==> src/rtl/regfile_pkg.sv <==
// Shared widths, types and select classification for the ALU register file.
package regfile_pkg;

    localparam int DEF_DATA_WIDTH = 32;
    localparam int DEF_ADDR_WIDTH = 5;
    localparam int DEF_NUM_REGS   = 1 << DEF_ADDR_WIDTH;

    typedef logic [DEF_DATA_WIDTH-1:0] reg_word_t;
    typedef logic [DEF_ADDR_WIDTH-1:0] reg_addr_t;

    typedef enum logic [1:0] {
        SEL_NONE,
        SEL_ONE,
        SEL_MULTI
    } sel_class_t;

endpackage

==> src/rtl/regfile_bank_onehot_check.sv <==
// Classifies a normalised select vector as zero-, one- or multi-hot and encodes the hot index.
module onehot_check
    import regfile_pkg::*;
#(
    parameter int N     = DEF_NUM_REGS,
    parameter int IDX_W = $clog2(N)
) (
    input  logic [N-1:0]     i_sel_n,
    output logic             o_is_zero,
    output logic             o_is_onehot,
    output logic             o_is_multi,
    output logic [IDX_W-1:0] o_index
);

    logic [N-1:0] w_sel_m1;

    // Clearing the lowest set bit leaves zero only when exactly one bit was set.
    assign w_sel_m1    = i_sel_n - N'(1);
    assign o_is_zero   = (i_sel_n == '0);
    assign o_is_onehot = !o_is_zero && ((i_sel_n & w_sel_m1) == '0);
    assign o_is_multi  = !o_is_zero && !o_is_onehot;

    // OR-encoding is exact for one-hot input; callers ignore it otherwise.
    always_comb begin
        o_index = '0;
        for (int i = 0; i < N; i++) begin
            if (i_sel_n[i]) o_index = o_index | IDX_W'(i);
        end
    end

endmodule

==> src/rtl/regfile_bank.sv <==
// Register array fed by the one-hot write decoder, with two registered read ports and a sticky select-error flag.
module regfile_bank
    import regfile_pkg::*;
#(
    parameter int DATA_WIDTH = DEF_DATA_WIDTH,
    parameter int ADDR_WIDTH = DEF_ADDR_WIDTH,
    parameter bit SEL_ACTIVE = 1'b1,
    parameter bit ZERO_REG   = 1'b1,
    localparam int NUM_REGS  = 1 << ADDR_WIDTH
) (
    input  logic                  clk,
    input  logic                  rst_n,
    input  logic                  wr_en,
    input  logic [NUM_REGS-1:0]   wr_sel,
    input  logic [DATA_WIDTH-1:0] wr_data,
    input  logic                  rd_en,
    input  logic [ADDR_WIDTH-1:0] rd_addr_a,
    input  logic [ADDR_WIDTH-1:0] rd_addr_b,
    output logic [DATA_WIDTH-1:0] rd_data_a,
    output logic [DATA_WIDTH-1:0] rd_data_b,
    output logic                  rd_valid,
    output logic                  sel_err,
    input  logic                  sel_err_clr
);

    logic [NUM_REGS-1:0]   w_sel_n;
    logic                  w_is_zero;
    logic                  w_is_onehot;
    logic                  w_is_multi;
    logic [ADDR_WIDTH-1:0] w_wr_idx;
    sel_class_t            w_sel_class;
    logic                  w_wr_hit;
    logic                  w_set_err;
    logic [DATA_WIDTH-1:0] w_rd_next_a;
    logic [DATA_WIDTH-1:0] w_rd_next_b;

    logic [DATA_WIDTH-1:0] r_regs [NUM_REGS];
    logic [DATA_WIDTH-1:0] r_rd_data_a;
    logic [DATA_WIDTH-1:0] r_rd_data_b;
    logic                  r_rd_valid;
    logic                  r_sel_err;

    assign w_sel_n = SEL_ACTIVE ? wr_sel : ~wr_sel;

    onehot_check #(
        .N     (NUM_REGS),
        .IDX_W (ADDR_WIDTH)
    ) u_onehot_check (
        .i_sel_n     (w_sel_n),
        .o_is_zero   (w_is_zero),
        .o_is_onehot (w_is_onehot),
        .o_is_multi  (w_is_multi),
        .o_index     (w_wr_idx)
    );

    always_comb begin
        w_sel_class = SEL_NONE;
        case ({w_is_multi, w_is_onehot, w_is_zero})
            3'b001:  w_sel_class = SEL_NONE;
            3'b010:  w_sel_class = SEL_ONE;
            3'b100:  w_sel_class = SEL_MULTI;
            default: w_sel_class = SEL_NONE;
        endcase
    end

    // A write aimed at a hardwired-zero register is dropped without raising an error.
    assign w_wr_hit  = wr_en && (w_sel_class == SEL_ONE) && !(ZERO_REG && (w_wr_idx == '0));
    assign w_set_err = wr_en && (w_sel_class == SEL_MULTI);

    // Write-first bypass; the hardwired-zero register overrides everything.
    always_comb begin
        w_rd_next_a = r_regs[rd_addr_a];
        w_rd_next_b = r_regs[rd_addr_b];
        if (w_wr_hit && (rd_addr_a == w_wr_idx)) w_rd_next_a = wr_data;
        if (w_wr_hit && (rd_addr_b == w_wr_idx)) w_rd_next_b = wr_data;
        if (ZERO_REG && (rd_addr_a == '0)) w_rd_next_a = '0;
        if (ZERO_REG && (rd_addr_b == '0)) w_rd_next_b = '0;
    end

    always_ff @(posedge clk) begin
        if (!rst_n) begin
            // NOTE: the array is reset explicitly because the first read after reset must return 0.
            for (int i = 0; i < NUM_REGS; i++) r_regs[i] <= '0;
            r_rd_data_a <= '0;
            r_rd_data_b <= '0;
            r_rd_valid  <= 1'b0;
            r_sel_err   <= 1'b0;
        end else begin
            if (w_wr_hit) r_regs[w_wr_idx] <= wr_data;
            if (w_set_err)        r_sel_err <= 1'b1;
            else if (sel_err_clr) r_sel_err <= 1'b0;
            r_rd_valid <= rd_en;
            if (rd_en) begin
                r_rd_data_a <= w_rd_next_a;
                r_rd_data_b <= w_rd_next_b;
            end
        end
    end

    assign rd_data_a = r_rd_data_a;
    assign rd_data_b = r_rd_data_b;
    assign rd_valid  = r_rd_valid;
    assign sel_err   = r_sel_err;

endmodule

==> config.mk <==
export PLATFORM = sky130hd
export DESIGN_NAME = regfile_bank
export DESIGN_NICKNAME = d
export VERILOG_FILES = /design/src/rtl/regfile_pkg.sv /design/src/rtl/regfile_bank_onehot_check.sv /design/src/rtl/regfile_bank.sv
export SDC_FILE = /design/constraint.sdc
export NUM_CORES = 2
export LEC_CHECK = 0
export CAP_MARGIN = 20
export CORE_MARGIN = 4
export CORE_UTILIZATION = 40
export CTS_CLUSTER_SIZE = 25
export DETAILED_ROUTE_END_ITERATION = 16
export PLACE_DENSITY = 0.56
export SETUP_SLACK_MARGIN = 0.1
export SYNTH_ARGS = -nofsm -noshare
export SYNTH_HDL_FRONTEND = slang
export SYNTH_SLANG_ARGS = --single-unit
==> constraint.sdc <==
create_clock -name clk -period 10.3 [get_ports clk]
set_input_delay 1.03 -clock clk [delete_from_list [all_inputs] [get_ports clk]]
set_output_delay 1.03 -clock clk [all_outputs]
set_load 0.005 [all_outputs]
* Word level (Yosys, flattened, before mapping)
Memory sizes are Yosys's and may differ from the RTL's.
Index checks and enable logic that the tools add are counted.
** Cells by class
- Reduce and logical (&&, ||, !) cells :: 16
- Multiplexer cells :: 52
- Eq/ne operators :: 8
- Bitwise gates (word level) :: 1
- $add $sub $neg :: 1
** Operators by type and width (number)
- $mux 32 :: 9
- $mux 5 :: 17
- $logic_not 32->1 :: 2
- $and 32x32->32 :: 1
- $mux 4 :: 8
- $reduce_or 32->1 :: 1
- $sub 32x1->32 const B :: 1
- $logic_not 5->1 :: 3
- $mux 3 :: 4
- $mux 1 :: 11
- $eq 5x5->1 :: 2
- $logic_and 1x1->1 :: 7
- $mux 2 :: 2
- $pmux 2 s2 :: 1
- $eq 3x2->1 const B :: 1
- $eq 3x3->1 const B :: 1
- $logic_not 1->1 :: 3
- $ne 3x1->1 const B :: 1
- $eq 2x1->1 const B :: 1
- $eq 2x2->1 const B :: 1
- $ne 2x1->1 const B :: 1
** Storage, ports and cells
- Memories :: 1
- Register bits :: 66
- Output and inout port bits :: 66
- Input bits :: 79
- Logic and storage cells :: 83
- Bits in writable memories :: 1024
** Memory list
- r_regs :: depth 32, width 32, read ports 2, clocked after memory_dff 0, wr ports 32, line regfile_bank.sv:37 : logic [DATA_WIDTH-1:0] r_regs [NUM_REGS];

* Depth between registers and ports, before layout
- Depth after elaboration :: 39
- Mapped depth :: 11
- Gate-level depth less buffers :: 8

* Modules after synthesis
A second synthesis with hierarchy kept.
** Second synthesis, totals
- Cells, all modules :: 3868
- Area, all modules :: 57208.6 µm²
** Modules (own cells, without submodules)
- regfile_bank :: sequential area each 32070.8 µm², times used 1, cells each 3775, area an instance 56583.0 µm²
- onehot_check :: sequential area each 0.0 µm², times used 1, cells each 93, area an instance 625.6 µm²

* Least setup slack after synthesis
No wires, ideal clock.
- Path type :: input port to flip-flop
- Start point :: input port wr_sel[1]
- End point :: memory r_regs[17][0] in the netlist's numbering (enable)
- Library setup time :: 0.466 ns
- Arrival time :: 5.578 ns
- Required time :: 9.834 ns
- Cell stages on the path :: 9
- Path slack :: 4.257 ns
- Path buffers :: 2
- Cell sequence :: or4_1 -> or4_1 -> maj3_2 -> nor4_1 -> and3_1 -> buf_2 -> nand4_1 -> buf_2 -> o21ai_0
** RTL lines
- start, declared :: line regfile_bank.sv:14 : input logic [NUM_REGS-1:0] wr_sel,
- end, declared :: line regfile_bank.sv:37

==> impl_metrics.json <==
{
  "swShare": 0.2562,
  "place_hpwl_um": 126900,
  "cts_inserted_buffers": 120,
  "detailroute.via_count": 34556,
  "cp-end-kind": "flop",
  "start_util": 0.4041,
  "clk_pin_slew_worst_paths_ns": 0.06,
  "fin_crit_sh": 0.5758,
  "die_area_um2": 149700,
  "routed_via_density": 6.213,
  "p_clk_frac": 0.391,
  "synth_area_um2": 57430,
  "stdcell_count": 5562,
  "slowest_delay_ns": 0.82,
  "cts_tree": "done",
  "clock_sinks": 1090,
  "cts_hold_buf": 0,
  "regArea_um2": 32070,
  "min_path_type": "reg2reg",
  "power_density_nw_per_um2": 166.9,
  "stdcell_area_um2": 64700,
  "core_area_um2": 142100,
  "ant_nets": 0,
  "dr.pass1.iters": 6,
  "syn_avg_cell_area_um2": 16.19,
  "power.leakage_uw": 0.02190,
  "final_core_util": 0.4553,
  "antenna_found_initial": 37,
  "port_buffers": 144,
  "drt_iter0_drc": 5226,
  "fp.dieW_um": 386.9,
  "worst_pin_slew_ns": 1.137,
  "maxCapViolCount": 0,
  "status": "finished, final reports clean",
  "die_y_um": 386.9,
  "cts_root_buffer": "clkbuf_16",
  "switchingPower_uw": 2766,
  "track_usage": 0.2665,
  "path_max_fanout": 32,
  "crit_slowest_cell": "nand2b_2",
  "rsz0062_at_grt": "false",
  "p_total_uw": 10800,
  "grt_first_pass_wirelength_um": 280800,
  "ctsLongestPathBuffers": 3,
  "max_freq_ghz": 0.1686,
  "area_delta_synth_final_pct": 12.66,
  "multiInputGateArea_um2": 24350,
  "worstPathRequired_ns": 10.65,
  "critPathBufInv": 3,
  "nets": 3649,
  "gp_congestion": 0.8739,
  "ys_warn_count": 0,
  "worstPathArrival_ns": 6.28,
  "routedWlPerCell_um": 36.30,
  "drive_above_1_share": 0.2933,
  "synth_edf_count": 1024,
  "layout_common_cells": "edfxtp_1 (1024), and2_1 (995), mux4_2 (640), clkbuf_16 (121), clkdlybuf4s50_1 (110)",
  "yosysSeqAreaShare": 0.5585,
  "route.detailed.drc": 0,
  "dpl_cell_area_um2": 60930,
  "synthFlopType": "edfxtp_1",
  "crit_chain": "clkdlybuf4s50_1 -> nor4_1 -> nand4_2 -> a2111oi_0 -> nor2_1 -> nor4_4 -> nand4_2 -> buf_4 -> nor3_2 -> buf_4 -> nand2b_2",
  "io_pins": 145,
  "setup-tns-final_ns": 0,
  "yosysUniqueCellTypes": 50,
  "fin_skew_ns": 0.04068,
  "overflow": 0,
  "p_int_uw": 8031,
  "combinationalPowerShare": 0.127,
  "slew_violations": 0,
  "wirelength_um": 201900,
  "grt_pass1_vias": 33628,
  "postSynth.asyncResetShare": 0,
  "final-setup-viol-count": 0,
  "postCtsSetupRepairBufs": 0,
  "slew_headroom": 0.2422,
  "post_cts_resized": 0,
  "cp-start-kind": "input pin",
  "ir_drop_v": 0.0001464,
  "rrSetupSlack_ns": 7.75,
  "yosys_register_bits": 1090,
  "clock_latency_ns": 0.76,
  "finalCriticalPeriod_ns": 5.930,
  "hold_viol_final": 0,
  "fillers": 12239,
  "rows": 138,
  "crit_type": "in2reg",
  "synthCells": 3547,
  "grt_start_max_net_pins": 128,
  "final_common_cell": "edfxtp_1",
  "seqPwrFrac": 0.482,
  "cp_top_family": "simple AND/OR/NAND/NOR gates",
  "h-tree-depth": 3,
  "placedCellCount": 5337
}
-- area by class of cell --
class | instances | area share
flip-flops and latches | 1090 | 0.4957
multi-input cells | 2116 | 0.3764
clock buffers | 149 | 0.04889
well taps | 1890 | 0.03655
repair buffers | 239 | 0.03323
clock inverters | 71 | 0.008858
inverters | 3 | 0.0001741
diodes | 4 | 0.0001547
-- worst reg2reg max path, stage by stage, from the launching register on --
cell	delay, ns
edfxtp_1	0.41
mux4_2	0.53
mux4_2	0.59
mux2_2	0.30
mux2i_1	0.45
o21ai_0	0.14
-- Yosys cell counts (5+ instances only) --
master	count	area, um2
edfxtp_1	1024	30750
nor3_1	15	75.07
clkbuf_1	281	1055
nand2_1	73	274.0
mux4_2	640	14410
nand2b_1	26	162.7
nor3_4	10	162.7
buf_2	9	45.04
xnor2_1	10	87.58
nor4_1	16	100.1
nor2_1	24	90.09
nand4_1	10	62.56
nand3_1	7	35.03
or4_1	5	37.54
nor4_2	8	100.1
buf_1	51	191.4
and4_1	6	52.55
clkbuf_2	27	135.1
mux2i_1	64	640.6
and2_1	995	6225
o21ai_0	78	390.4
dfxtp_1	66	1321
mux2_2	64	720.7
-- through the flow --
step / hold WS (ns) / setup slack, ns
3_3_place_gp: 0.4387 / 3.875
4_1_cts: 0.4573 / 4.546
3_5_place_dp: 0.4433 / 3.751
2_1_floorplan: 0.4487 / 4.257
6_report: 0.4546 / 4.370
5_1_grt: 0.4786 / 4.096
-- power groups by stage --
stage | sequential, uW | combinational, uW | clock [uW]
detailed placement | 5290 | 1370 | 0
CTS | 5200 | 1370 | 4270
global placement | 5280 | 1360 | 0
floorplan | 5240 | 763 | 0
global route | 5230 | 1410 | 4440
finish | 5200 | 1380 | 4220
-- metal layers --
layer,vias up,track usage,routed length [um],part of all wire
met5,-,0,76,0.00038
met4,12,0.06071,4440,0.022
met3,233,0.05529,19610,0.097
met2,1782,0.4085,92750,0.46
met1,18711,0.3933,85030,0.42
li1,13818,-,-,-
-- flip-flops by register name, indices dropped and copies added (netlist names) --
| register | cells |
|---|---|
| sel_err | 1 |
| rd_data_b | 32 |
| rd_valid | 1 |
| rd_data_a | 32 |
| r_regs | 1024 |
-- final timing paths --
| path | startpoint | cells after the start | end |
|---|---|---|---|
| worst max-delay path | wr_sel[8] | 11 | r_regs[31][13] |
| worst max register to register | r_regs[9][17] | 5 | rd_data_b[17] |
| worst min register to register | rd_data_b[23] | 2 | rd_data_b[23] |
| worst min-delay path | rd_data_b[23] | 2 | rd_data_b[23] |
-- cell families (layout without fill, tap and decap cells) --
kind of cell,count (synthesis),count (layout),synth area share
AOI/OAI and AO/OA,98,98,0.009478
xor gates and xnor gates,10,10,0.001525
adders and majority gates,2,2,0.0003704
buffers and inverters,372,462,0.02523
DFF,1090,1090,0.5585
muxes,768,768,0.2747
other,1,36,0.00006530
and+or+nand+nor,1206,1206,0.1302
Note: power is estimated with default switching activity, not from simulation.
